## src/rtl/seq_detector_prog_if.sv

```systemverilog
// Serial-pattern detector bus: bit stream, config load, match outputs.
// master = bit source/config, slave = detector.
interface seq_detector_prog_if #(
  parameter int MAX_LEN = 8,
  parameter int CNT_W   = 8,
  parameter int LEN_W   = $clog2(MAX_LEN + 1)
);
  logic               x;
  logic               x_valid;
  logic               cfg_we;
  logic [MAX_LEN-1:0] cfg_pattern;
  logic [LEN_W-1:0]   cfg_len;
  logic               cfg_overlap;
  logic               z;
  logic [CNT_W-1:0]   match_cnt;

  modport master (
    output x, x_valid,
    output cfg_we, cfg_pattern,
    output cfg_len, cfg_overlap,
    input  z, match_cnt
  );

  modport slave (
    input  x, x_valid,
    input  cfg_we, cfg_pattern,
    input  cfg_len, cfg_overlap,
    output z, match_cnt
  );
endinterface

```

## src/rtl/seq_detector_prog.sv

```systemverilog
// Programmable Moore serial-pattern detector with saturating match counter.
// Ports: clk, rst_n (async low), bus (slave: x/x_valid/cfg_* in, z/match_cnt out).
module seq_detector_prog #(
  parameter int MAX_LEN = 8,
  parameter int CNT_W   = 8,
  parameter logic [MAX_LEN-1:0] RST_PAT = MAX_LEN'('h0B),
  parameter int RST_LEN = 4
) (
  input  logic clk,
  input  logic rst_n,
  seq_detector_prog_if.slave bus
);
  localparam int LEN_W = $clog2(MAX_LEN + 1);

  logic [MAX_LEN-1:0] r_pat;
  logic [MAX_LEN-1:0] r_hist;
  logic [LEN_W-1:0]   r_len;
  logic [LEN_W-1:0]   r_fcnt;
  logic               r_ovl;
  logic               r_z;
  logic [CNT_W-1:0]   r_cnt;

  logic [MAX_LEN-1:0] w_nh;
  logic [MAX_LEN-1:0] w_mask;
  logic [LEN_W:0]     w_fnext;
  logic               w_full;
  logic               w_hit;
  logic [LEN_W-1:0]   w_fsat;
  logic [LEN_W-1:0]   w_clen;
  logic               w_acc;

  assign w_nh    = {r_hist[MAX_LEN-2:0], bus.x};
  assign w_fnext = {1'b0, r_fcnt} + 1'b1;
  assign w_full  = w_fnext >= {1'b0, r_len};
  assign w_fsat  = w_full ? r_len
                          : w_fnext[LEN_W-1:0];
  assign w_acc   = bus.x_valid & ~bus.cfg_we;

  always_comb begin
    w_mask = '0;
    for (int i = 0; i < MAX_LEN; i++)
      w_mask[i] = (i < int'(r_len));
  end

  // Only the low len bits take part in the match.
  assign w_hit = w_full &&
    (((w_nh ^ r_pat) & w_mask) == '0);

  always_comb begin
    w_clen = bus.cfg_len;
    if (bus.cfg_len == '0)
      w_clen = LEN_W'(1);
    else if (bus.cfg_len > LEN_W'(MAX_LEN))
      w_clen = LEN_W'(MAX_LEN);
  end

  always_ff @(posedge clk or negedge rst_n) begin
    if (!rst_n) begin
      r_pat  <= RST_PAT;
      r_len  <= LEN_W'(RST_LEN);
      r_ovl  <= 1'b0;
      r_hist <= '0;
      r_fcnt <= '0;
      r_z    <= 1'b0;
      r_cnt  <= '0;
    end else begin
      unique case (1'b1)
        bus.cfg_we: begin
          r_pat  <= bus.cfg_pattern;
          r_len  <= w_clen;
          r_ovl  <= bus.cfg_overlap;
          r_hist <= '0;
          r_fcnt <= '0;
          r_z    <= 1'b0;
          r_cnt  <= '0;
        end
        w_acc: begin
          r_hist <= w_nh;
          r_z    <= w_hit;
          if (w_hit && r_cnt != '1)
            r_cnt <= r_cnt + 1'b1;
          // Non-overlap: matched bits are not reused.
          if (w_hit && !r_ovl)
            r_fcnt <= '0;
          else
            r_fcnt <= w_fsat;
        end
        default: ;
      endcase
    end
  end

  assign bus.z         = r_z;
  assign bus.match_cnt = r_cnt;
endmodule

```

## src/flat_wrapper.sv

```systemverilog
// flat-port wrapper written by rule: the top's interface ports become plain ports
module seq_detector_prog_flat 
#(
  parameter int MAX_LEN = 8,
  parameter int CNT_W   = 8,
  parameter logic [MAX_LEN-1:0] RST_PAT = MAX_LEN'('h0B),
  parameter int RST_LEN = 4
)
  (clk, rst_n, bus_x, bus_x_valid, bus_cfg_we, bus_cfg_pattern, bus_cfg_len, bus_cfg_overlap, bus_z, bus_match_cnt);
  seq_detector_prog_if #(.MAX_LEN(MAX_LEN), .CNT_W(CNT_W)) bus_i ();
  input  logic clk;
  input  logic rst_n;
  input wire logic [$bits(bus_i.x)-1:0] bus_x;
  input wire logic [$bits(bus_i.x_valid)-1:0] bus_x_valid;
  input wire logic [$bits(bus_i.cfg_we)-1:0] bus_cfg_we;
  input wire logic [$bits(bus_i.cfg_pattern)-1:0] bus_cfg_pattern;
  input wire logic [$bits(bus_i.cfg_len)-1:0] bus_cfg_len;
  input wire logic [$bits(bus_i.cfg_overlap)-1:0] bus_cfg_overlap;
  output wire logic [$bits(bus_i.z)-1:0] bus_z;
  output wire logic [$bits(bus_i.match_cnt)-1:0] bus_match_cnt;
  assign bus_i.x = bus_x;
  assign bus_i.x_valid = bus_x_valid;
  assign bus_i.cfg_we = bus_cfg_we;
  assign bus_i.cfg_pattern = bus_cfg_pattern;
  assign bus_i.cfg_len = bus_cfg_len;
  assign bus_i.cfg_overlap = bus_cfg_overlap;
  assign bus_z = bus_i.z;
  assign bus_match_cnt = bus_i.match_cnt;
  seq_detector_prog #(.MAX_LEN(MAX_LEN), .CNT_W(CNT_W), .RST_PAT(RST_PAT), .RST_LEN(RST_LEN)) u_core (.clk(clk), .rst_n(rst_n), .bus(bus_i));
endmodule
```

## config.mk

```make
export PLATFORM = sky130hd
export DESIGN_NAME = seq_detector_prog_flat
export DESIGN_NICKNAME = d
export VERILOG_FILES = /design/src/rtl/seq_detector_prog_if.sv /design/src/rtl/seq_detector_prog.sv /design/src/flat_wrapper.sv
export SDC_FILE = /design/constraint.sdc
export NUM_CORES = 1
export LEC_CHECK = 0
export CORE_ASPECT_RATIO = 0.8
export CORE_UTILIZATION = 40
export DETAILED_ROUTE_END_ITERATION = 8
export PLACE_DENSITY_LB_ADDON = 0.12
export SLEW_MARGIN = 20
export SYNTH_ARGS = -nofsm -noshare
export SYNTH_HDL_FRONTEND = slang
export SYNTH_SLANG_ARGS = --single-unit
```

## constraint.sdc

```tcl
create_clock -name clk -period 4 [get_ports clk]
set_clock_uncertainty 0.2 [all_clocks]
set_input_delay 0.8 -clock clk [delete_from_list [all_inputs] [get_ports clk]]
set_output_delay 0.8 -clock clk [all_outputs]
set_load 0.01 [all_outputs]
```

==> impl_metrics.tcl <==
set metrics [dict create \
    boundaryPins 27 \
    crit_slowest_cell "or4b_1" \
    p_int_mw 0.687 \
    crit_path_start_kind "input port" \
    min_period_ns 3.12 \
    crit_chain "clkdlybuf4s50_1 -> xnor2_1 -> o22ai_1 -> a211oi_2 -> nand4b_1 -> or4b_1 -> a31oi_1" \
    cts_root_buf "clkbuf_8" \
    postSynthCellCount 173 \
    drv_cap 0 \
    worstSetupPathType "in2reg" \
    fin_util_pct 52.3 \
    ys_seq_area_share_pct 47.3 \
    crit_path_end "u_core.bus.match_cnt[5]" \
    cp-startpoint "bus_x" \
    clock_latency_ns 0.29 \
    reg2reg_from "u_core.r_fcnt[0]" \
    overflow 0 \
    power.share.sequential_pct 41.1 \
    nets 226 \
    grt_usage_pct 17.0 \
    grt_pass1_wl_mm 5.95 \
    initial_utilization_pct 41.8 \
    diodes 0 \
    swShare_pct 31.0 \
    whs_ns 0.336 \
    yosys.area.top_type "dfrtp_1" \
    syn_area_sq_um 1760 \
    rows 21 \
    synth_cell_types 34 \
    portBuffers 26 \
    peakVddDrop_v 0.000242 \
    maxSlewViolCount 0 \
    wl_per_cell_microns 13.9 \
    die_w_microns 76.1 \
    setup_violations 0 \
    die_area_sq_um 4660 \
    max_freq_mhz 321 \
    cp.arrival_ns 3.12 \
    syn_area_per_cell_sq_um 10.2 \
    cts_buffers 5 \
    dpl-instance-area_sq_um 2080 \
    cts_hold_buffers 0 \
    drt_iter0_markers 59 \
    finalSetupTns_ns 0 \
    fillers 409 \
    path_max_fanout 13 \
    rr_endpoint "u_core.bus.match_cnt[5]" \
    die_height_microns 61.3 \
    grt_pass1_vias 1309 \
    post_cts_buffers 0 \
    wirelength_mm 3.61 \
    synth_top_area_share_pct 41.3 \
    vias_per_cell 5.19 \
    hpwl_mm 2.62 \
    cts_tree "built" \
    yosysWarnings 0 \
    maxSlewHeadroom_pct 34.4 \
    power.leakage_nw 0.909 \
    final_antenna_net_count 0 \
    pwr-share-clk_pct 31.8 \
    cp.required_ns 4.00 \
    min_period_over_period_pct 77.9 \
    clk_pin_slew_ns 0.07 \
    core_area_sq_um 4200 \
    comb_power_share_pct 27.2 \
    worstMarginPinSlew_ns 0.981 \
    crit_path_max_incr_delay_ns 0.64 \
    drive_above_1_share_pct 14.3 \
    cts_max_level 2 \
    clockBufferDepth 2 \
    r2r_cells 9 \
    syn_to_final_growth_pct 25.2 \
    mostFrequentLayoutCells "29 x dfrtp_1, 26 x clkdlybuf4s50_1, 16 x nand2_1" \
    hold_viol 0 \
    power.density_nw_per_um2 452 \
    finalInstanceArea_sq_um 2200 \
    drcViolationCount 0 \
    rrSetupSlack_ns 0.93 \
    cts_resized 0 \
    grt_max_degree 34 \
    place_congestion 0.700 \
    clock-sinks 33 \
    power_switching_mw 0.308 \
    final_common_cell "dfrtp_1" \
    antenna_found_initial 0 \
    first_pass_iters 4 \
    synth.area.top_cells "dfrtp_1 41%, mux2_2 6.4%, dfstp_2 6.0%" \
    hold_path_class "reg2reg" \
    rsz0062_at_grt "false" \
    vias 1350 \
    cp-end-kind "flip-flop" \
    outcome "complete, no violations" \
    synth-seq-cells 33 \
    synth_nets 197 \
]
==> cell usage after synthesis (all sizes together) <==
cell    count
a211oi      3
a21oi       4
a31oi       7
buf         3
clkbuf      5
dfrtp      29
dfstp       4
ha          6
inv         4
mux2       10
mux2i       9
nand2      16
nand2b      2
nand3      10
nand3b      3
nand4       2
nand4b      1
nor2       14
nor2b       1
nor4        1
nor4b       2
o211ai      1
o21ai      16
o221ai      1
o22ai       2
or2         1
or3         2
or3b        1
or4b        2
xnor2       8
xor2        3
==> cell families after synthesis <==
logic type / count (synthesis) / share of synthesized area (%)
AOI/OAI and AO/OA: 34 / 11.4
xor gates and xnor gates: 11 / 5.48
adders and majority gates: 6 / 4.27
buffers and inverters: 12 / 2.78
DFF: 33 / 47.3
muxes: 19 / 11.5
and+or+nand+nor: 58 / 17.2
==> metal layers <==
layer | vias to the layer above | track usage [%] | share of wire [%]
met5 | - | 0 | 0
met2 | 26 | 28.2 | 46
met4 | 0 | 7.97 | 1.4
li1 | 678 | - | -
met3 | 7 | 4.59 | 3.7
met1 | 639 | 21.4 | 49
==> how the worst min path moves through the flow <==
stage / from / to / slack (ns) / cells after the start
6_report: u_core.r_ovl / u_core.r_ovl / 0.34 / 1
3_3_place_gp: u_core.r_fcnt[1] / u_core.r_fcnt[1] / 0.31 / 2
5_1_grt: u_core.r_ovl / u_core.r_ovl / 0.35 / 1
3_5_place_dp: u_core.r_fcnt[1] / u_core.r_fcnt[1] / 0.32 / 2
2_1_floorplan: u_core.r_ovl / u_core.r_ovl / 0.28 / 1
4_1_cts: u_core.r_fcnt[3] / u_core.r_fcnt[3] / 0.34 / 2
==> power groups by stage <==
stage                     clock (mW)  sequential, mW  combinational (mW)
final                          0.316           0.408               0.270
after global routing           0.338           0.414               0.309
after CTS                      0.321           0.409               0.275
after detailed placement           0           0.415               0.272
after global placement             0           0.413               0.263
after floorplan                    0           0.406               0.190
==> worst max-delay path: cells and delay by family <==
kind            cells  cell delay, ns
xor+xnor            1            0.12
buf+inv             1            0.49
compound gates      3            0.58
simple gates        2            1.13
==> sequential cells by signal, summed over array words and instances (netlist names) <==
name / flops
u_core.bus.match_cnt: 8
u_core.r_len: 4
u_core.bus.z: 1
u_core.r_fcnt: 4
u_core.r_hist: 7
u_core.r_ovl: 1
u_core.r_pat: 8
==> cell type report <==
| type | instances | area (sq um) | share of cell area [%] |
|---|---|---|---|
| Multi-Input combinational cell | 128 | 877 | 39.9 |
| Sequential cell | 33 | 831 | 37.8 |
| Timing Repair Buffer | 30 | 290 | 13.2 |
| Tap cell | 57 | 71.3 | 3.24 |
| Clock buffer | 5 | 68.8 | 3.13 |
| Clock inverter | 3 | 46.3 | 2.10 |
| Inverter | 4 | 15.0 | 0.683 |
==> through the flow <==
stage	std cells	worst slack [ns]	power, mW
floorplan	173	1.62	0.596
detailed placement	252	0.592	0.687
finish	260	0.885	0.994
global route	260	0.673	1.06
CTS	260	0.889	1.01
global placement	252	0.649	0.676
Note: power is estimated with default switching activity, not from simulation.
